File: src/rtl/rpn_pkg.sv
// Shared definitions for the RPN evaluator: opcodes, error codes and FSM states.
package rpn_pkg;

  localparam logic [2:0] OP_ADD = 3'd0;
  localparam logic [2:0] OP_SUB = 3'd1;
  localparam logic [2:0] OP_MUL = 3'd2;
  localparam logic [2:0] OP_AND = 3'd3;
  localparam logic [2:0] OP_OR  = 3'd4;
  localparam logic [2:0] OP_XOR = 3'd5;

  localparam logic [2:0] ERR_NONE  = 3'd0;
  localparam logic [2:0] ERR_UNDER = 3'd1;
  localparam logic [2:0] ERR_OVER  = 3'd2;
  localparam logic [2:0] ERR_DEPTH = 3'd3;
  localparam logic [2:0] ERR_OPC   = 3'd4;

  typedef enum logic [3:0] {
    FETCH,
    PUSH_OPD,
    POP_B,
    POP_A,
    PUSH_RES,
    CHECK,
    POP_RES,
    DRAIN,
    SKIP
  } state_t;

endpackage

File: src/rtl/rpn_alu.sv
// Combinational arithmetic/logic unit for the RPN evaluator; wrap-around results.
module rpn_alu
  import rpn_pkg::*;
#(
  parameter int DW = 32
) (
  input  logic [DW-1:0] a,
  input  logic [DW-1:0] b,
  input  logic [2:0]    opcode,
  output logic [DW-1:0] result
);

  always_comb begin
    result = '0;
    case (opcode)
      OP_ADD:  result = a + b;
      OP_SUB:  result = a - b;
      OP_MUL:  result = a * b;
      OP_AND:  result = a & b;
      OP_OR:   result = a | b;
      OP_XOR:  result = a ^ b;
      default: result = '0;
    endcase
  end

endmodule

File: src/rtl/rpn_eval.sv
// Reverse-Polish evaluator: turns a token stream into push/pop commands on an
// external LIFO and reports one result or one error per expression.
module rpn_eval
  import rpn_pkg::*;
#(
  parameter int STACK_DEPTH = 8,
  parameter int DW          = 32
) (
  input  logic          clk,
  input  logic          rst_n,
  input  logic          tok_valid,
  output logic          tok_ready,
  input  logic          tok_is_op,
  input  logic [DW-1:0] tok_data,
  input  logic          tok_last,
  output logic          stk_push,
  output logic [DW-1:0] stk_data,
  output logic          stk_pop,
  input  logic [DW-1:0] stk_top,
  input  logic          stk_ready,
  input  logic          stk_valid,
  output logic          res_valid,
  output logic [DW-1:0] res_data,
  output logic          err_valid,
  output logic [2:0]    err_code
);

  localparam int CW = $clog2(STACK_DEPTH) + 1;
  localparam logic [CW-1:0] FULL = CW'(STACK_DEPTH);

  state_t        state, state_nxt;
  logic [CW-1:0] depth, depth_nxt;
  logic [DW-1:0] b_q, alu_y, data_nxt;
  logic [2:0]    opc_q, code_nxt;
  logic          last_q, hs;
  logic          push_nxt, pop_nxt, ready_nxt, err_nxt, res_nxt;

  // Operand a is taken straight from the stack top during POP_A, so the
  // result is registered into stk_data on the same edge that captures a.
  rpn_alu #(.DW(DW)) u_alu (
    .a      (stk_top),
    .b      (b_q),
    .opcode (opc_q),
    .result (alu_y)
  );

  always_comb begin
    hs        = tok_valid && tok_ready;
    depth_nxt = depth + CW'(stk_push) - CW'(stk_pop);
    state_nxt = state;
    data_nxt  = stk_data;
    code_nxt  = err_code;
    err_nxt   = 1'b0;
    res_nxt   = 1'b0;

    case (state)
      FETCH: begin
        if (hs) begin
          if (!tok_is_op) begin
            if (depth == FULL || !stk_ready) begin
              err_nxt   = 1'b1;
              code_nxt  = ERR_OVER;
              state_nxt = DRAIN;
            end else begin
              data_nxt  = tok_data;
              state_nxt = PUSH_OPD;
            end
          end else if (depth < CW'(2) || !stk_valid) begin
            err_nxt   = 1'b1;
            code_nxt  = ERR_UNDER;
            state_nxt = DRAIN;
          end else if (tok_data[2:0] > OP_XOR) begin
            err_nxt   = 1'b1;
            code_nxt  = ERR_OPC;
            state_nxt = DRAIN;
          end else begin
            state_nxt = POP_B;
          end
        end
      end
      PUSH_OPD, PUSH_RES: state_nxt = last_q ? CHECK : FETCH;
      POP_B:   state_nxt = POP_A;
      POP_A: begin
        data_nxt  = alu_y;
        state_nxt = PUSH_RES;
      end
      CHECK: begin
        if (depth == CW'(1)) begin
          state_nxt = POP_RES;
        end else begin
          err_nxt   = 1'b1;
          code_nxt  = ERR_DEPTH;
          state_nxt = DRAIN;
        end
      end
      POP_RES: begin
        res_nxt   = 1'b1;
        state_nxt = FETCH;
      end
      DRAIN: begin
        if (depth_nxt == '0) state_nxt = last_q ? FETCH : SKIP;
      end
      SKIP: begin
        if (hs && tok_last) state_nxt = FETCH;
      end
      default: state_nxt = FETCH;
    endcase

    // Commands are decoded from the next state so they leave a flop cleanly.
    push_nxt  = (state_nxt == PUSH_OPD) || (state_nxt == PUSH_RES);
    pop_nxt   = (state_nxt == POP_B) || (state_nxt == POP_A) ||
                (state_nxt == POP_RES) ||
                ((state_nxt == DRAIN) && (depth_nxt != '0));
    ready_nxt = (state_nxt == FETCH) || (state_nxt == SKIP);
  end

  always_ff @(posedge clk) begin
    if (!rst_n) begin
      state     <= FETCH;
      depth     <= '0;
      b_q       <= '0;
      opc_q     <= '0;
      last_q    <= 1'b0;
      tok_ready <= 1'b0;
      stk_push  <= 1'b0;
      stk_pop   <= 1'b0;
      stk_data  <= '0;
      res_valid <= 1'b0;
      res_data  <= '0;
      err_valid <= 1'b0;
      err_code  <= ERR_NONE;
    end else begin
      state     <= state_nxt;
      depth     <= depth_nxt;
      tok_ready <= ready_nxt;
      stk_push  <= push_nxt;
      stk_pop   <= pop_nxt;
      stk_data  <= data_nxt;
      res_valid <= res_nxt;
      err_valid <= err_nxt;
      err_code  <= code_nxt;
      if (state == FETCH && hs) begin
        last_q <= tok_last;
        opc_q  <= tok_data[2:0];
      end
      if (state == POP_B) b_q <= stk_top;
      if (res_nxt) res_data <= stk_top;
    end
  end

endmodule

File: config.mk
export PLATFORM = sky130hd
export DESIGN_NAME = rpn_eval
export DESIGN_NICKNAME = d
export VERILOG_FILES = /design/src/rtl/rpn_pkg.sv /design/src/rtl/rpn_alu.sv /design/src/rtl/rpn_eval.sv
export SDC_FILE = /design/constraint.sdc
export NUM_CORES = 2
export LEC_CHECK = 0
export ABC_AREA = 0
export CAP_MARGIN = 40
export CORE_AREA = 2 2 203 205
export DETAILED_ROUTE_END_ITERATION = 7
export DIE_AREA = 0 0 205 207
export HOLD_SLACK_MARGIN = 0.06
export PLACE_DENSITY = 0.79
export SETUP_SLACK_MARGIN = 0.02
export SYNTH_ARGS = -nofsm -noshare
export SYNTH_HDL_FRONTEND = slang
export SYNTH_HIERARCHICAL = 1
export SYNTH_SLANG_ARGS = --single-unit
File: constraint.sdc
create_clock -name clk -period 11.31 [get_ports clk]
set_input_delay 2.262 -clock clk [delete_from_list [all_inputs] [get_ports clk]]
set_output_delay 2.262 -clock clk [all_outputs]
set_load 0.05 [all_outputs]
==> out/qor_table.md <==
| Step | Metric | This run |
|---|---|---|
| grt | Via count of the first global-routing pass | 22800 |
| synth | Synthesis warning total | 6 |
| place | Placed wire-length estimate after detailed placement | 68900 um |
| clock network | Deepest clock path buffer count | 2 |
| worst setup path | Capturing element type of the critical path | flip-flop |
| hold path | Beginning of the worst hold path | res_data[27] |
| synth | Area of the mapped netlist | 0.0238 mm^2 |
| grt | Maximum number of pins on one net before global-route repair | 72 |
| cells and area | Fraction of final layout cells with drive strength greater than 1 | 4.84% |
| clock network | Quantity of hold-fixing buffers added after cts | 0 |
| grt | Antenna violations before repair | 5 |
| run status | Run status | completed |
| place | Port Buf Inserts | 142 |
| synth | Async set-or-reset flop fraction in the synthesized netlist | 0% |
| grt | First-pass GRT wire length | 135000 um |
| floorplanning | Chip height | 207 um |
| worst setup path | Kind of start point of the critical path | input pin |
| detailed routing | Initial drt markers | 2780 |
| detailed routing | DR vias | 21800 |
| synth | Mean instance size in the synthesized netlist | 8.31 um^2 |
| cells and area | Most frequent standard cell in the layout excluding fill and tap cells | sky130_fd_sc_hd__inv_1 |
| clock network | Root buffer cell | sky130_fd_sc_hd__clkbuf_16 |
| synth | Primary FF master, synth | sky130_fd_sc_hd__dfxtp_1 |
| synth | Post-synth cell types | 81 |
| clock network | Number of gates given a new drive strength after cts | 0 |
| worst setup path | Data arrival, critical path | 10490 ps |
| worst setup path | Reg-to-reg setup timing slack | 2410 ps |
| clock network | Number of buffers inserted by post-CTS setup repair | 0 |
| timing | Fraction of the cycle the final worst path needs | 90.4% |
| hold path | Min-delay worst type | reg -> reg |
| worst setup path | Worst Path Class, Setup | in -> reg |
| pwr | Pleak | 0.0121 uW |
| detailed routing | Detailed Routing Iterations Pass 1 | 8 |
| worst setup path | Endpoint of the lowest-slack register-to-register path | stk_data[27] |
| synth | Post-synth EDFFs | 0 |
| timing | Worst slew slack as a fraction of its limit | 35.2% |
| floorplanning | Io pins | 143 |
| detailed routing | Wirelength per Cell | 25.5 um |
| synth | Syn_nets | 3575 |
| floorplanning | Die area | 0.0424 mm^2 |
| worst setup path | Reg-to-reg startpoint | b_q[11] |
| hold path | Depth of the worst hold-timing path | 2 |
| timing | Final count of hold timing violations | 0 |
| floorplanning | Site row count | 74 |
| synth | #FFs+latches synth | 116 |
| timing | Final critical path time including I/O delays and setup | 10230 ps |
| cells and area | Highest-count cells in the layout ignoring fill and taps | 438 x sky130_fd_sc_hd__inv_1, 418 x sky130_fd_sc_hd__nand2_1, 410 x sky130_fd_sc_hd__fa_1, 384 x sky130_fd_sc_hd__nor2_1, 226 x sky130_fd_sc_hd__ha_1 |
| clock network | Number of levels in the clock H-tree | 4 |
| worst setup path | Biggest fanout along the worst timing path | 10 |
| pwr | Power, Total | 5620 uW |
| floorplanning | Floorplan core area | 0.0404 mm^2 |
| place | Final GP Congestion | 1.02 |
| floorplanning | Horizontal die dimension | 205 um |
| cells and area | Area growth from synthesis to layout | 11.6% |
| timing | Tightest Pin Transition | 970 ps |
| cells and area | Layout net count | 3667 |
| pwr | Ratio of total power to cell area | 211 mW/mm^2 |
| clock network | Num Clock Sinks | 116 |
| synth | Sequential share of the synthesized area | 9.75% |
| flow run | Maximum capacitance violations | 0 |
| hold path | End point of the worst hold path | res_data[27] |
| timing | Unrepaired setup endpoints after global routing | false |
| grt | GR Overflow Total | 0 |
| grt | Overall routing resource usage | 42.9% |
| timing | F_max | 97.8 MHz |
| timing | Max Clock Skew | 16.3 ps |
| clock network | CTS clock-pin slew for the worst setup and hold paths | 60 ps |
| cells and area | # fillers | 3390 |
| timing | Total Neg Setup Slack | 0 ps |
| detailed routing | Residual DRC count | 0 |
| synth | Gate Count Post-Synth | 2868 |
| clock network | Worst skew pair latency | 430 ps |
| detailed routing | Via count normalized by instance count | 6.22 |
| floorplanning | Effective utilization at floorplan | 59.0% |
| timing | Fin. max-slew vios | 0 |
| worst setup path | Data required time of the worst path | 11570 ps |
| detailed routing | Routed Antenna Nets | 0 |
| clock network | CTS tree | yes |
| clock network | Number of buffers created by CTS | 17 |
| detailed routing | Final WL | 89400 um |
| pwr | Peak VDD IR | 0.000164 V |
| timing | Final setup vio count | 0 |
| worst setup path | Worst r2r path cells | 24 |
per-layer routing:
layer	GRT usage, %	vias to the layer above	part of all wire [%]
met5	0	-	0.078
met4	28.2	10	7.9
met3	12.2	386	13
met2	64.4	1563	43
met1	54.2	10600	36
li1	-	9206	-
worst max-delay path by stage:
stage           startpoint           end  slack, ps  cells past startpoint
4_1_cts         stk_top[6]  stk_data[29]       1210                     25
6_report        stk_top[4]  stk_data[27]       1080                     26
3_3_place_gp    stk_top[6]  stk_data[29]        890                     25
2_1_floorplan  stk_top[12]  stk_data[31]       2020                     28
3_5_place_dp    stk_top[6]  stk_data[29]        790                     25
5_1_grt         stk_top[4]  stk_data[29]        800                     26
sequential cells by signal, summed over array words and instances, names as in the netlist:
signal and flops:
b_q 32, depth 4, err_code 3, err_valid 1
last_q 1, opc_q 3, res_data 32, res_valid 1
state 4, stk_data 32, stk_pop 1, stk_push 1
tok_ready 1
per-stage QoR:
step / setup slack, ps / cells / hold WS [ps] / area [um^2] / utilization, %
2_1_floorplan: 2020 / 2868 / 450 / 23800 / -
3_3_place_gp: 886 / 3466 / 442 / 25800 / 64.0
3_5_place_dp: 786 / 3473 / 449 / 26000 / 64.3
4_1_cts: 1210 / 3505 / 460 / 26600 / 65.8
5_1_grt: 796 / 3505 / 483 / 26600 / 65.8
6_report: 1080 / 3506 / 462 / 26600 / 65.8
kinds of logic (layout without fill, tap and decap cells):
logic type	after synthesis	in the layout	synth area share, %
other cells	0	1	0
mux	48	48	2.02
simple gates	915	915	15.9
compound gates	405	405	11.0
buf+inv	610	715	9.91
xor+xnor	138	138	5.07
flops	116	116	9.75
fa+ha+maj	636	636	46.3
power breakdown:
| group | internal [uW] | switching, uW | total, uW |
|---|---|---|---|
| registers | 455 | 84.4 | 539 |
| clock network | 353 | 226 | 579 |
| logic | 1740 | 2760 | 4500 |
area by class of cell:
cell class,instances,area (um^2),share of cell area [%]
well taps,532,666,2.50
clock inverters,15,193,0.725
multi-input cells,2142,19100,72.0
repair buffers,219,2080,7.83
inverters,464,1740,6.56
flip-flops and latches,116,2320,8.74
diodes,1,2.50,0.00941
clock buffers,17,425,1.60
worst max-delay path: stages:
cell and delay (ps):
sky130_fd_sc_hd__clkdlybuf4s50_1 490, sky130_fd_sc_hd__clkinv_1 600, sky130_fd_sc_hd__buf_4 450, sky130_fd_sc_hd__nor2_1 150
sky130_fd_sc_hd__fa_1 480, sky130_fd_sc_hd__fa_1 520, sky130_fd_sc_hd__inv_1 50, sky130_fd_sc_hd__fa_1 480
sky130_fd_sc_hd__inv_1 50, sky130_fd_sc_hd__ha_1 190, sky130_fd_sc_hd__fa_1 470, sky130_fd_sc_hd__fa_1 570
sky130_fd_sc_hd__fa_1 490, sky130_fd_sc_hd__fa_1 400, sky130_fd_sc_hd__ha_1 420, sky130_fd_sc_hd__and3_1 270
sky130_fd_sc_hd__a221oi_1 230, sky130_fd_sc_hd__o21ai_0 190, sky130_fd_sc_hd__o41ai_1 350, sky130_fd_sc_hd__buf_4 200
sky130_fd_sc_hd__xor2_1 160, sky130_fd_sc_hd__nor2_1 60, sky130_fd_sc_hd__a221oi_1 440, sky130_fd_sc_hd__o21ai_0 220
sky130_fd_sc_hd__mux2i_1 180, sky130_fd_sc_hd__a211oi_1 100
cell usage after synthesis (7+ instances only):
cell type | n | area, um^2
sky130_fd_sc_hd__o211ai_1 | 9 | 67.6
sky130_fd_sc_hd__xnor2_1 | 104 | 911
sky130_fd_sc_hd__a21oi_1 | 124 | 621
sky130_fd_sc_hd__buf_2 | 14 | 70.1
sky130_fd_sc_hd__o22ai_1 | 9 | 56.3
sky130_fd_sc_hd__inv_2 | 9 | 33.8
sky130_fd_sc_hd__fa_1 | 410 | 8210
sky130_fd_sc_hd__nor2b_1 | 10 | 62.6
sky130_fd_sc_hd__ha_1 | 226 | 2830
sky130_fd_sc_hd__o21bai_1 | 8 | 60.1
sky130_fd_sc_hd__and2_1 | 10 | 62.6
sky130_fd_sc_hd__a211oi_1 | 40 | 300
sky130_fd_sc_hd__nand2b_1 | 12 | 75.1
sky130_fd_sc_hd__nand3_1 | 13 | 65.1
sky130_fd_sc_hd__o31ai_1 | 7 | 52.6
sky130_fd_sc_hd__a21o_1 | 20 | 150
sky130_fd_sc_hd__mux2i_1 | 47 | 470
sky130_fd_sc_hd__clkbuf_1 | 106 | 398
sky130_fd_sc_hd__dfxtp_1 | 116 | 2320
sky130_fd_sc_hd__buf_1 | 18 | 67.6
sky130_fd_sc_hd__nand2_1 | 418 | 1570
sky130_fd_sc_hd__or3_1 | 10 | 62.6
sky130_fd_sc_hd__nor2_1 | 384 | 1440
sky130_fd_sc_hd__nor3_1 | 14 | 70.1
sky130_fd_sc_hd__xor2_1 | 34 | 298
sky130_fd_sc_hd__o21ai_0 | 91 | 455
sky130_fd_sc_hd__inv_1 | 438 | 1640
sky130_fd_sc_hd__a31oi_1 | 13 | 81.3
sky130_fd_sc_hd__a222oi_1 | 13 | 130
sky130_fd_sc_hd__clkinv_1 | 17 | 63.8
sky130_fd_sc_hd__o21a_1 | 10 | 75.1
(Power assumes the default switching activity.)
